## src/rtl/uart_tx_framer_if.sv

```systemverilog
// rtl/uart_tx_framer_if.sv - byte handshake between the UART register path and the transmitter
interface uart_tx_framer_if;
  logic [7:0] data_in;
  logic       data_in_valid;
  logic       data_in_ready;

  // Producer side: the memory-mapped UART register path.
  modport master (
    output data_in,
    output data_in_valid,
    input  data_in_ready
  );

  // Consumer side: the transmitter.
  modport slave (
    input  data_in,
    input  data_in_valid,
    output data_in_ready
  );
endinterface

```

## src/rtl/uart_tx_framer.sv

```systemverilog
// rtl/uart_tx_framer.sv - 8N1 UART transmitter with optional input FIFO (UART_TX_FIFO_EN)
module uart_tx_framer #(
  parameter int CLOCK_FREQ = 50_000_000,
  parameter int BAUD_RATE  = 10_000_000,
  parameter int FIFO_DEPTH = 4
) (
  input  logic                   clk,
  input  logic                   rst,
  uart_tx_framer_if.slave        in_if,
  output logic                   serial_out,
  output logic                   busy
);

  // Bit period in clocks, rounded to nearest.
  localparam int CLKS_PER_BIT = (CLOCK_FREQ + BAUD_RATE / 2) / BAUD_RATE;
  localparam int CNT_W        = (CLKS_PER_BIT < 2) ? 1 : $clog2(CLKS_PER_BIT);
  localparam logic [CNT_W-1:0] CNT_LAST = CNT_W'(CLKS_PER_BIT - 1);

  if (CLKS_PER_BIT < 2) begin : g_bad_baud
    $error("uart_tx_framer: CLKS_PER_BIT must be at least 2");
  end

  if (FIFO_DEPTH < 2 || (FIFO_DEPTH & (FIFO_DEPTH - 1)) != 0) begin : g_bad_depth
    $error("uart_tx_framer: FIFO_DEPTH must be a power of two and at least 2");
  end

  typedef enum logic [1:0] {
    S_IDLE,
    S_START,
    S_DATA,
    S_STOP
  } state_e;

  state_e           state_q, state_d;
  logic [CNT_W-1:0] cnt_q, cnt_d;
  logic [2:0]       bit_q, bit_d;
  logic [7:0]       shift_q, shift_d;
  logic             serial_q, serial_d;

  // Source of the next frame: either the handshake directly or the FIFO head.
  logic             load_avail;
  logic [7:0]       load_byte;
  logic             bit_done;

`ifdef UART_TX_FIFO_EN
  localparam int AW = $clog2(FIFO_DEPTH);

  logic [7:0]  fifo_mem_q [FIFO_DEPTH];
  logic [AW:0] wr_ptr_q, wr_ptr_d;
  logic [AW:0] rd_ptr_q, rd_ptr_d;
  logic        fifo_empty;
  logic        fifo_full;
  logic        push;
  logic        take;

  assign fifo_empty = (wr_ptr_q == rd_ptr_q);
  assign fifo_full  = (wr_ptr_q[AW] != rd_ptr_q[AW]) &&
                      (wr_ptr_q[AW-1:0] == rd_ptr_q[AW-1:0]);
  assign push       = in_if.data_in_valid && !fifo_full;

  assign in_if.data_in_ready = !fifo_full;
  assign load_avail          = !fifo_empty;
  assign load_byte           = fifo_mem_q[rd_ptr_q[AW-1:0]];
  assign busy                = (state_q != S_IDLE) || !fifo_empty;

  // FIFO pointer next-state: push from the handshake, pop when the FSM loads a frame.
  always_comb begin
    wr_ptr_d = wr_ptr_q;
    rd_ptr_d = rd_ptr_q;
    if (push) begin
      wr_ptr_d = wr_ptr_q + 1'b1;
    end
    if (take) begin
      rd_ptr_d = rd_ptr_q + 1'b1;
    end
  end

  // FIFO pointer registers; reset empties the queue.
  always_ff @(posedge clk) begin
    if (rst) begin
      wr_ptr_q <= '0;
      rd_ptr_q <= '0;
    end else begin
      wr_ptr_q <= wr_ptr_d;
      rd_ptr_q <= rd_ptr_d;
    end
  end

  // FIFO storage; contents are don't-care while the pointers say empty.
  always_ff @(posedge clk) begin
    if (push) begin
      fifo_mem_q[wr_ptr_q[AW-1:0]] <= in_if.data_in;
    end
  end
`else
  // Ready depends on state only, so valid can never loop back into ready.
  assign in_if.data_in_ready = (state_q == S_IDLE);
  assign load_avail          = in_if.data_in_valid;
  assign load_byte           = in_if.data_in;
  assign busy                = (state_q != S_IDLE);
`endif

  assign bit_done = (cnt_q == CNT_LAST);

  // Frame sequencer next-state, plus the registered line value for the next cycle.
  always_comb begin
    state_d = state_q;
    cnt_d   = cnt_q;
    bit_d   = bit_q;
    shift_d = shift_q;
`ifdef UART_TX_FIFO_EN
    take    = 1'b0;
`endif

    case (state_q)
      S_IDLE: begin
        if (load_avail) begin
          state_d = S_START;
          cnt_d   = '0;
          shift_d = load_byte;
`ifdef UART_TX_FIFO_EN
          take    = 1'b1;
`endif
        end
      end
      S_START: begin
        if (bit_done) begin
          state_d = S_DATA;
          cnt_d   = '0;
          bit_d   = 3'd0;
        end else begin
          cnt_d = cnt_q + 1'b1;
        end
      end
      S_DATA: begin
        if (bit_done) begin
          cnt_d = '0;
          if (bit_q == 3'd7) begin
            state_d = S_STOP;
          end else begin
            bit_d = bit_q + 3'd1;
          end
        end else begin
          cnt_d = cnt_q + 1'b1;
        end
      end
      S_STOP: begin
        if (bit_done) begin
          cnt_d = '0;
`ifdef UART_TX_FIFO_EN
          // Chain straight into the next start bit so queued frames are contiguous.
          if (load_avail) begin
            state_d = S_START;
            shift_d = load_byte;
            take    = 1'b1;
          end else begin
            state_d = S_IDLE;
          end
`else
          state_d = S_IDLE;
`endif
        end else begin
          cnt_d = cnt_q + 1'b1;
        end
      end
      default: begin
        state_d = S_IDLE;
        cnt_d   = '0;
      end
    endcase

    case (state_d)
      S_START: serial_d = 1'b0;
      S_DATA:  serial_d = shift_d[bit_d];
      default: serial_d = 1'b1;
    endcase
  end

  // Sequencer registers; reset abandons any frame and drives the line idle-high.
  always_ff @(posedge clk) begin
    if (rst) begin
      state_q  <= S_IDLE;
      cnt_q    <= '0;
      bit_q    <= 3'd0;
      shift_q  <= 8'h00;
      serial_q <= 1'b1;
    end else begin
      state_q  <= state_d;
      cnt_q    <= cnt_d;
      bit_q    <= bit_d;
      shift_q  <= shift_d;
      serial_q <= serial_d;
    end
  end

  assign serial_out = serial_q;

endmodule

```

## src/flat_wrapper.sv

```systemverilog
// flat-port wrapper written by rule: the top's interface ports become plain ports
module uart_tx_framer_flat 
#(
  parameter int CLOCK_FREQ = 50_000_000,
  parameter int BAUD_RATE  = 10_000_000,
  parameter int FIFO_DEPTH = 4
)
  (clk, rst, serial_out, busy, in_if_data_in, in_if_data_in_valid, in_if_data_in_ready);
  uart_tx_framer_if in_if_i ();
  input  logic clk;
  input  logic rst;
  output logic serial_out;
  output logic busy;
  input wire logic [$bits(in_if_i.data_in)-1:0] in_if_data_in;
  input wire logic [$bits(in_if_i.data_in_valid)-1:0] in_if_data_in_valid;
  output wire logic [$bits(in_if_i.data_in_ready)-1:0] in_if_data_in_ready;
  assign in_if_i.data_in = in_if_data_in;
  assign in_if_i.data_in_valid = in_if_data_in_valid;
  assign in_if_data_in_ready = in_if_i.data_in_ready;
  uart_tx_framer #(.CLOCK_FREQ(CLOCK_FREQ), .BAUD_RATE(BAUD_RATE), .FIFO_DEPTH(FIFO_DEPTH)) u_core (.clk(clk), .rst(rst), .in_if(in_if_i), .serial_out(serial_out), .busy(busy));
endmodule
```

## config.mk

```make
export PLATFORM = sky130hd
export DESIGN_NAME = uart_tx_framer_flat
export DESIGN_NICKNAME = d
export VERILOG_FILES = /design/src/rtl/uart_tx_framer_if.sv /design/src/rtl/uart_tx_framer.sv /design/src/flat_wrapper.sv
export SDC_FILE = /design/constraint.sdc
export NUM_CORES = 1
export LEC_CHECK = 0
export BUFFER_PORTS_ARGS = -buffer_cell sky130_fd_sc_hd__buf_2
export CORE_MARGIN = 4
export CORE_UTILIZATION = 25
export DETAILED_ROUTE_END_ITERATION = 8
export PLACE_DENSITY = 0.49
export SYNTH_ARGS = -nofsm -noshare
export SYNTH_HDL_FRONTEND = slang
export SYNTH_SLANG_ARGS = --single-unit
```

## constraint.sdc

```tcl
create_clock -name clk -period 2.4 [get_ports clk]
set_input_delay 0.12 -clock clk [delete_from_list [all_inputs] [get_ports clk]]
set_output_delay 0.12 -clock clk [all_outputs]
set_load 0.01 [all_outputs]
```

==> results of run 1 <==
-- where the power goes --
part	total [W]	switching, W	internal, W
logic	0.000457	0.000260	0.000198
registers	0.000367	0.0000323	0.000335
clock network	0.000209	0.0000910	0.000118
total	0.00103	0.000383	0.000650
-- cell families (layout without fill, tap and decap cells) --
family                   after synthesis  count (layout)  share of synthesized area [%]
adder cells (fa/ha/maj)                7               7                          9.434
AND/OR/NAND/NOR                       38              38                          18.87
buffers and inverters                  8              26                          3.235
flip-flops                            17              17                          36.66
multiplexers                          12              12                          13.61
AO/OA/AOI/OAI                         20              20                          18.20
-- final timing paths --
path | end | start | cells past startpoint
worst max-delay path | u_core.serial_out | u_core.state_q[0] | 9
worst min register to register | u_core.shift_q[5] | u_core.shift_q[5] | 2
worst min-delay path | u_core.shift_q[1] | in_if_data_in[1] | 3
worst max register to register | u_core.serial_out | u_core.state_q[0] | 9
-- through the flow --
| stage | setup WS, ns | total power, W | cells | hold WS (ns) |
|---|---|---|---|---|
| 2_1_floorplan | 0.1696 | 0.0007030 | 102 | 0.2780 |
| 3_3_place_gp | 0.1750 | 0.0008207 | 162 | 0.3830 |
| 3_5_place_dp | 0.05938 | 0.0008366 | 162 | 0.3899 |
| 4_1_cts | 0.03514 | 0.001050 | 166 | 0.1338 |
| 5_1_grt | 0.01867 | 0.001123 | 166 | 0.1466 |
| 6_report | 0.1045 | 0.001033 | 166 | 0.1320 |
-- Yosys cell counts (all sizes together) (2+ instances only) --
| cell type | count |
|---|---|
| ha | 7 |
| or3 | 2 |
| and2 | 2 |
| nor2 | 16 |
| clkbuf | 2 |
| a22oi | 3 |
| mux2i | 10 |
| a21oi | 3 |
| nor3 | 5 |
| o21ai | 3 |
| inv | 5 |
| nand2 | 7 |
| mux2 | 2 |
| nand3 | 4 |
| dfxtp | 17 |
-- sequential cells by signal (all words and copies together) (netlist names) --
register / cells
u_core.shift_q: 8
u_core.bit_q: 3
u_core.cnt_q: 3
u_core.state_q: 2
u_core.serial_out: 1
-- critical path, cell delays in order, from the launching register on --
cell       delay, ns
dfxtp_1         0.43
inv_1           0.09
ha_1            0.32
buf_4           0.15
nand2_1         0.07
a21oi_2         0.04
a2bb2oi_2       0.27
mux2_2          0.37
o31a_2          0.29
a41oi_2         0.19
-- layer usage --
layer	GRT usage, %	vias up
met3	1.945	0
met5	0	-
met4	2.190	0
met1	11.71	362
li1	-	397
met2	15.95	14
-- area by class of cell --
class / count / area share (%)
multi-input cells: 77 / 50.28
well taps: 46 / 5.140
flip-flops and latches: 17 / 30.39
inverters: 5 / 1.676
repair buffers: 17 / 8.492
clock buffers: 4 / 4.022
-- repair_timing --
item / 4_1_cts / 5_1_grt
setup buffers: 0 / 0
gates resized for setup: 0 / 1
endpoints found under the setup margin: 0 / 1
hold buffers: 0 / 0
==> flow_metrics.tcl, run 1 <==
set metrics [dict create \
    multiInputGateArea_um2 563.0 \
    synth_area_um2 928.4 \
    synth_cells 102 \
    drc 0 \
    relSlewSlack_pct 71.78 \
    gp_congestion 0.6871 \
    synth-edff-count 0 \
    cp-start-kind "flop" \
    drv_cap 0 \
    p_leak_nw 0.4940 \
    detail_route.wl_per_cell_um 11.33 \
    wirelength_um 1880 \
    grt_pass1_wl_um 3367 \
    dieArea_mm2 0.004753 \
    postPlaceCellArea_mm2 0.001070 \
    rsz0062_at_grt "false" \
    synth_flop_cell "dfxtp_1" \
    finalNetCount 139 \
    met2_wirelength_um 942 \
    path_class "reg2reg" \
    final_common_cell "dfxtp_1" \
    ys_warn_count 0 \
    fillCellCount 410 \
    grt_pass1_vias 771 \
    hpwl_um 1552 \
    crit_required_ns 2.57 \
    setup_viol 0 \
    fp.dieW_um 68.94 \
    via_per_inst 4.657 \
    areaGrowthSynthToFinish_pct 20.62 \
    cts_max_level 1 \
    ys_ff_latch 17 \
    finalInstanceArea_mm2 0.001120 \
    antennaDiodeCount 0 \
    dr_total_vias 773 \
    synth_top_area_share_pct 36.66 \
    layout_common_cells "dfxtp_1, nor2_1, buf_2, mux2i_1, ha_1" \
    cts_buffer_depth 2 \
    synth.avg_cell_area_um2 9.102 \
    core_area_mm2 0.003468 \
    std_cell_rows 21 \
    initial_core_util_pct 26.77 \
    critical_path.max_fanout 6 \
    async_reset_ff_share_pct 0 \
    antenna_found_initial 0 \
    layout-drive-gt1-share_pct 25.83 \
    io_pins 14 \
    synth_area_leader_cell "dfxtp_1" \
    synthTopCellsByArea "dfxtp_1, mux2i_1, ha_1, nor2_1, nor3_1" \
    status "finished clean" \
    final-seq-area_um2 340.3 \
    die-height_um 68.94 \
    wl_met3_um 72 \
    numCtsBuffers 3 \
    p_per_area_mw_per_mm2 922.7 \
    fin_util_pct 32.29 \
    drtIter0Drc 11 \
    period_minus_slack_ns 2.295 \
    maxSlewViolCount 0 \
    clk_latency_ns 0.25 \
    ant_nets 0 \
    fmax_ghz 0.4356 \
    drt_first_pass_iters 4 \
    seq_area_frac_synth_pct 36.66 \
    gr-total-overflow 0 \
    grt_usage_pct 9.250 \
    hold_violations 0 \
    hp-class "in2reg" \
    syn-num-nets 120 \
    dr.max_layer_used "met3" \
    r2r_slack_ns 0.10 \
    critPathCaptureType "flop" \
    tightest_slew_ns 0.4233 \
    cts_root_buf "clkbuf_8" \
    fin_tns_setup_ns 0 \
    cts.clk_slew.worst_paths_ns 0.06 \
    arrival_ns 2.47 \
    cts.sinks 17 \
    wl_met1_um 865 \
    io_buffers 13 \
    synth_cell_type_count 33 \
    fin_crit_sh_pct 95.65 \
    grt_max_degree 19 \
    cts_tree "yes" \
    ir_worst_vdd_uv 433.0 \
    skew_ns 0.001555 \
]
Note: power is estimated with default switching activity, not from simulation.
==> inputs of run 2 (changes only) <==
CELL_PAD_IN_SITES_DETAIL_PLACEMENT = 1   (was default)
CELL_PAD_IN_SITES_GLOBAL_PLACEMENT = 2   (was default)
PLACE_DENSITY = 0.68   (was 0.49)
==> run 2 against run 1 <==
Effect of this change:
- combinational power increased by 3%
- worst setup slack improved by 0.096 ns
- hold slack got worse by 0.0047 ns
- critical path depth unchanged
- sequential cell count unchanged
- register-to-register slack improved by 0.096 ns
- sequential power about the same
- final cell count increased by 0.60%
- cell area increased by 0.89%
- via count increased by 3.9%
- critical path type unchanged
- largest power group unchanged
- highest routed layer is now met4
==> flow_metrics.tcl, run 2 (synthesis results as in run 1) <==
set metrics [dict create \
    grt_max_degree 19 \
    drv_cap 0 \
    post_cts_buffers 0 \
    skew_ns 0.001268 \
    setup_viol 0 \
    ir_worst_vdd_uv 332.9 \
    cp-start-kind "flop" \
    layout-drive-gt1-share_pct 28.10 \
    path_cells "inv_1 > ha_1 > buf_4 > nand2_1 > a21oi_2 > a2bb2oi_2 > mux2_4 > or3_1 > a41oi_2" \
    holdBufCountCts 0 \
    std_cell_rows 21 \
    cts_root_buf "clkbuf_8" \
    finalInstanceArea_mm2 0.001130 \
    maxSlewViolCount 0 \
    fillCellCount 423 \
    postPlaceCellArea_mm2 0.001077 \
    critPathCaptureType "flop" \
    drc 0 \
    grt_pass1_vias 890 \
    core_area_mm2 0.003468 \
    p_leak_nw 0.5024 \
    critical_path.max_fanout 4 \
    dieArea_mm2 0.004753 \
    period_minus_slack_ns 2.200 \
    drt_first_pass_iters 4 \
    io_buffers 13 \
    grt_usage_pct 11.25 \
    layout.cells.non_filler 167 \
    initial_core_util_pct 26.77 \
    tightest_slew_ns 0.4565 \
    antenna_found_initial 0 \
    hold_slack_ns 0.1272 \
    grt_pass1_wl_um 3884 \
    finalNetCount 140 \
    hp-class "in2reg" \
    relSlewSlack_pct 69.30 \
    cts.sinks 17 \
    cpLargestDelayFamily "simple AND/OR/NAND/NOR gates" \
    rsz0062_at_grt "false" \
    largest_register_ffs 8 \
    top_regs "u_core.shift_q: 8 flops, u_core.bit_q: 3 flops, u_core.cnt_q: 3 flops" \
    cts_tree "yes" \
    via_per_inst 4.808 \
    final-seq-area_um2 341.6 \
    status "finished clean" \
    cp_num_buf_inv 2 \
    fin_crit_sh_pct 91.66 \
    io_pins 14 \
    crit_required_ns 2.58 \
    hold_violations 0 \
    arrival_ns 2.38 \
    numCtsBuffers 3 \
    cts.clk_slew.worst_paths_ns 0.06 \
    cts_buffer_depth 2 \
    p_per_area_mw_per_mm2 932.4 \
    drtIter0Drc 23 \
    slowest_stage "or3_1" \
    die-height_um 68.94 \
    fmax_ghz 0.4546 \
    detail_route.wl_per_cell_um 13.20 \
    top_register "u_core.shift_q" \
    wirelength_um 2204 \
    fin_tns_setup_ns 0 \
    multiInputGateArea_um2 563.0 \
    clk_latency_ns 0.25 \
    path_class "reg2reg" \
    areaGrowthSynthToFinish_pct 21.70 \
    layout_common_cells "nor2_1, dfxtp_1, buf_2, mux2i_1, ha_1" \
    hpwl_um 1821 \
    cpPeakStageDelay_ns 0.39 \
    power_w 0.001054 \
    antennaDiodeCount 0 \
    gr-total-overflow 0 \
    dr_total_vias 803 \
    cts_max_level 1 \
    gp_congestion 0.6958 \
    ant_nets 0 \
    dp.cells 163 \
    fp.dieW_um 68.94 \
]
[run 2: changes by cell type in the layout (fill, tap and decap cells not counted)]
cell,change
dfxtp_1,-1
dfxtp_2,+1
clkbuf_1,-1
buf_4,+1
clkinv_2,+1
[run 2: area by class of cell]
cell class / count / share of cell area (%)
multi-input combinational: 77 / 49.83
sequential: 17 / 30.23
timing repair buffer: 18 / 9.081
tap: 46 / 5.094
clock buffer: 3 / 3.654
inverter: 5 / 1.661
clock inverter: 1 / 0.4430
[run 2: worst paths after layout]
path	startpoint	endpoint	slack, ns	cells past startpoint
max	u_core.state_q[1]	u_core.serial_out	0.20	9
min	in_if_data_in[1]	u_core.shift_q[1]	0.13	3
max reg2reg	u_core.state_q[1]	u_core.serial_out	0.20	9
min reg2reg	u_core.shift_q[1]	u_core.shift_q[1]	0.50	2
[run 2: metrics by stage]
step / setup WS (ns) / util, %
floorplan: 0.1696 / -
global placement: 0.1794 / 31.06
detailed placement: 0.07307 / 31.06
CTS: 0.05460 / 32.40
global route: 0.07641 / 32.58
finish: 0.2002 / 32.58
[run 2: worst register-to-register path, cell delays in order, from the launching register on]
cell and delay (ns):
dfxtp_1 0.38, inv_1 0.10, ha_1 0.30, buf_4 0.15, nand2_1 0.07, a21oi_2 0.04
a2bb2oi_2 0.26, mux2_4 0.32, or3_1 0.39, a41oi_2 0.12
[run 2: what timing repair did]
item,in CTS,in global routing
hold endpoints to repair,0,0
resized for setup,0,2
endpoints found under the setup margin,0,1
[run 2: where the power goes]
group	total (W)	switching (W)	internal [W]	leakage (nW)
Combinational	0.000472	0.000269	0.000203	0.337
Sequential	0.000369	0.0000323	0.000336	0.139
Clock	0.000213	0.0000973	0.000115	0.0255
Total	0.00105	0.000399	0.000655	0.502
[run 2: per-layer routing]
layer	vias up	track usage, %	wire length, um	part of all wire (%)
li1	402	-	-	-
met1	381	12.82	1009	46
met2	14	18.93	1048	48
met3	6	2.917	87	3.9
met4	0	6.326	59	2.7
met5	-	0	0	0
==> inputs of run 3 (changes only) <==
PLACE_DENSITY = default   (was 0.68)
PLACE_DENSITY_LB_ADDON = 0.25   (was default)
==> run 3 against run 2 <==
Effect of this change:
- register-to-register slack worse by 0.06 ns
- final cell count up 1.8%
- count of clock-buffer cells in the layout unchanged
- sequential cell count unchanged
- critical path depth down 1
- largest cell class unchanged
- highest routed layer unchanged
==> flow_metrics.tcl, run 3 (synthesis results as in run 1) <==
set metrics [dict create \
    layout_common_cells "dfxtp_1, nor2_1, buf_2, mux2i_1, buf_4" \
    drc 0 \
    finalInstanceArea_mm2 0.001151 \
    ant_nets 0 \
    period_minus_slack_ns 2.259 \
    dieArea_mm2 0.004753 \
    antenna_found_initial 0 \
    layout-drive-gt1-share_pct 29.03 \
    detail_route.wl_per_cell_um 13.31 \
    io_pins 14 \
    cts.clk_slew.worst_paths_ns 0.07 \
    grt_pass1_wl_um 3981 \
    path_class "reg2reg" \
    cpLargestDelayFamily "compound AO/OA/AOI/OAI gates" \
    std_cell_rows 21 \
    crit_required_ns 2.59 \
    die-height_um 68.94 \
    antennaDiodeCount 0 \
    grt_usage_pct 11.51 \
    final_common_cell "dfxtp_1" \
    cp_num_buf_inv 1 \
    setup_viol 0 \
    rsz0062_at_grt "false" \
    top_regs "u_core.shift_q: 8 flops, u_core.bit_q: 3 flops, u_core.cnt_q: 3 flops" \
    initial_core_util_pct 26.77 \
    fmax_ghz 0.4427 \
    hold_violations 0 \
    path_cells "inv_1 > ha_1 > nand2_1 > nor3_2 > a2bb2oi_2 > mux2_2 > o31a_2 > a41oi_2" \
    via_per_inst 4.671 \
    p_leak_nw 0.5181 \
    drtIter0Drc 23 \
    fillCellCount 436 \
    arrival_ns 2.45 \
    fin_crit_sh_pct 94.12 \
    drt_first_pass_iters 2 \
    fin_tns_setup_ns 0 \
    io_buffers 13 \
    gr-total-overflow 0 \
    cts_buffer_depth 2 \
    ir_worst_vdd_uv 319.2 \
    numCtsBuffers 3 \
    tightest_slew_ns 0.4404 \
    largest_register_ffs 8 \
    clk_latency_ns 0.26 \
    postPlaceCellArea_mm2 0.001085 \
    areaGrowthSynthToFinish_pct 23.99 \
    holdBufCountCts 0 \
    core_area_mm2 0.003468 \
    grt_max_degree 19 \
    grt_pass1_vias 855 \
    wirelength_um 2262 \
    finalNetCount 143 \
    dr_total_vias 794 \
    hp-class "in2reg" \
    relSlewSlack_pct 70.39 \
    cts_root_buf "clkbuf_8" \
    slowest_stage "dfxtp_1" \
    status "finished clean" \
    hpwl_um 1739 \
    top_register "u_core.shift_q" \
    cts_tree "yes" \
    drv_cap 0 \
    cts_max_level 1 \
    maxSlewViolCount 0 \
    gp_congestion 0.7328 \
    cts.sinks 17 \
    critical_path.max_fanout 5 \
    cp-start-kind "flop" \
    p_per_area_mw_per_mm2 933.2 \
    cpPeakStageDelay_ns 0.38 \
    skew_ns 0.003973 \
    fp.dieW_um 68.94 \
    critPathCaptureType "flop" \
]
run 3: cell count changes in the layout (fill, tap and decap cells not counted), sizes merged:
cell / previous run / this run
buf: 18 / 21
run 3: final cells by class:
class	instances	area, um^2	share of cell area (%)
Sequential cell	17	340.3	29.57
Multi-Input combinational cell	77	563.0	48.91
Clock inverter	1	5.005	0.4348
Timing Repair Buffer	21	125.1	10.87
Clock buffer	3	41.29	3.587
Tap cell	46	57.56	5.000
Inverter	5	18.77	1.630
run 3: routing by layer:
layer / vias to the layer above / track usage [%] / share of wire [%]
met5: - / 0 / 0
met4: 0 / 6.569 / 2.4
met3: 5 / 1.945 / 2.8
met2: 10 / 17.98 / 46
met1: 374 / 14.81 / 48
li1: 405 / - / -
run 3: metrics by stage:
stage,total power (W),std cells,setup slack [ns],util (%),hold WS (ns)
after floorplan,0.0007030,102,0.1696,-,0.2780
after global placement,0.0008618,164,0.1347,31.28,0.3847
after detailed placement,0.0008699,164,0.03794,31.28,0.3918
after CTS,0.001095,168,0.01218,32.61,0.1245
after global routing,0.001179,170,0.006017,33.19,0.1465
final,0.001074,170,0.1412,33.19,0.1231
run 3: path summary, 6_finish.rpt:
check                           slack, ns                end              start  cells past startpoint
worst max-delay path                 0.14  u_core.serial_out  u_core.state_q[1]                      8
worst min-delay path                 0.12  u_core.shift_q[3]   in_if_data_in[3]                      3
worst max register to register       0.14  u_core.serial_out  u_core.state_q[1]                      8
worst min register to register       0.50  u_core.shift_q[3]  u_core.shift_q[3]                      2
run 3: power by group:
group	total [W]	leakage (nW)	internal [W]	switching, W
Combinational	0.000495	0.353	0.000212	0.000284
Clock	0.000220	0.0255	0.000115	0.000104
Sequential	0.000359	0.139	0.000335	0.0000248
Total	0.00107	0.518	0.000662	0.000413
run 3: worst register-to-register path: cells and delay by family, from the launching register on:
| family | cells | cell delay (ns) |
|---|---|---|
| multiplexers | 1 | 0.37 |
| adder cells (fa/ha/maj) | 1 | 0.31 |
| AO/OA/AOI/OAI | 3 | 0.77 |
| AND/OR/NAND/NOR | 2 | 0.27 |
| flip-flops | 1 | 0.38 |
| buffers and inverters | 1 | 0.10 |
run 3: repair_timing:
item                       in CTS  in global routing
gates resized for setup         0                  1
setup buffers                   0                  2
setup endpoints to repair       0                  1
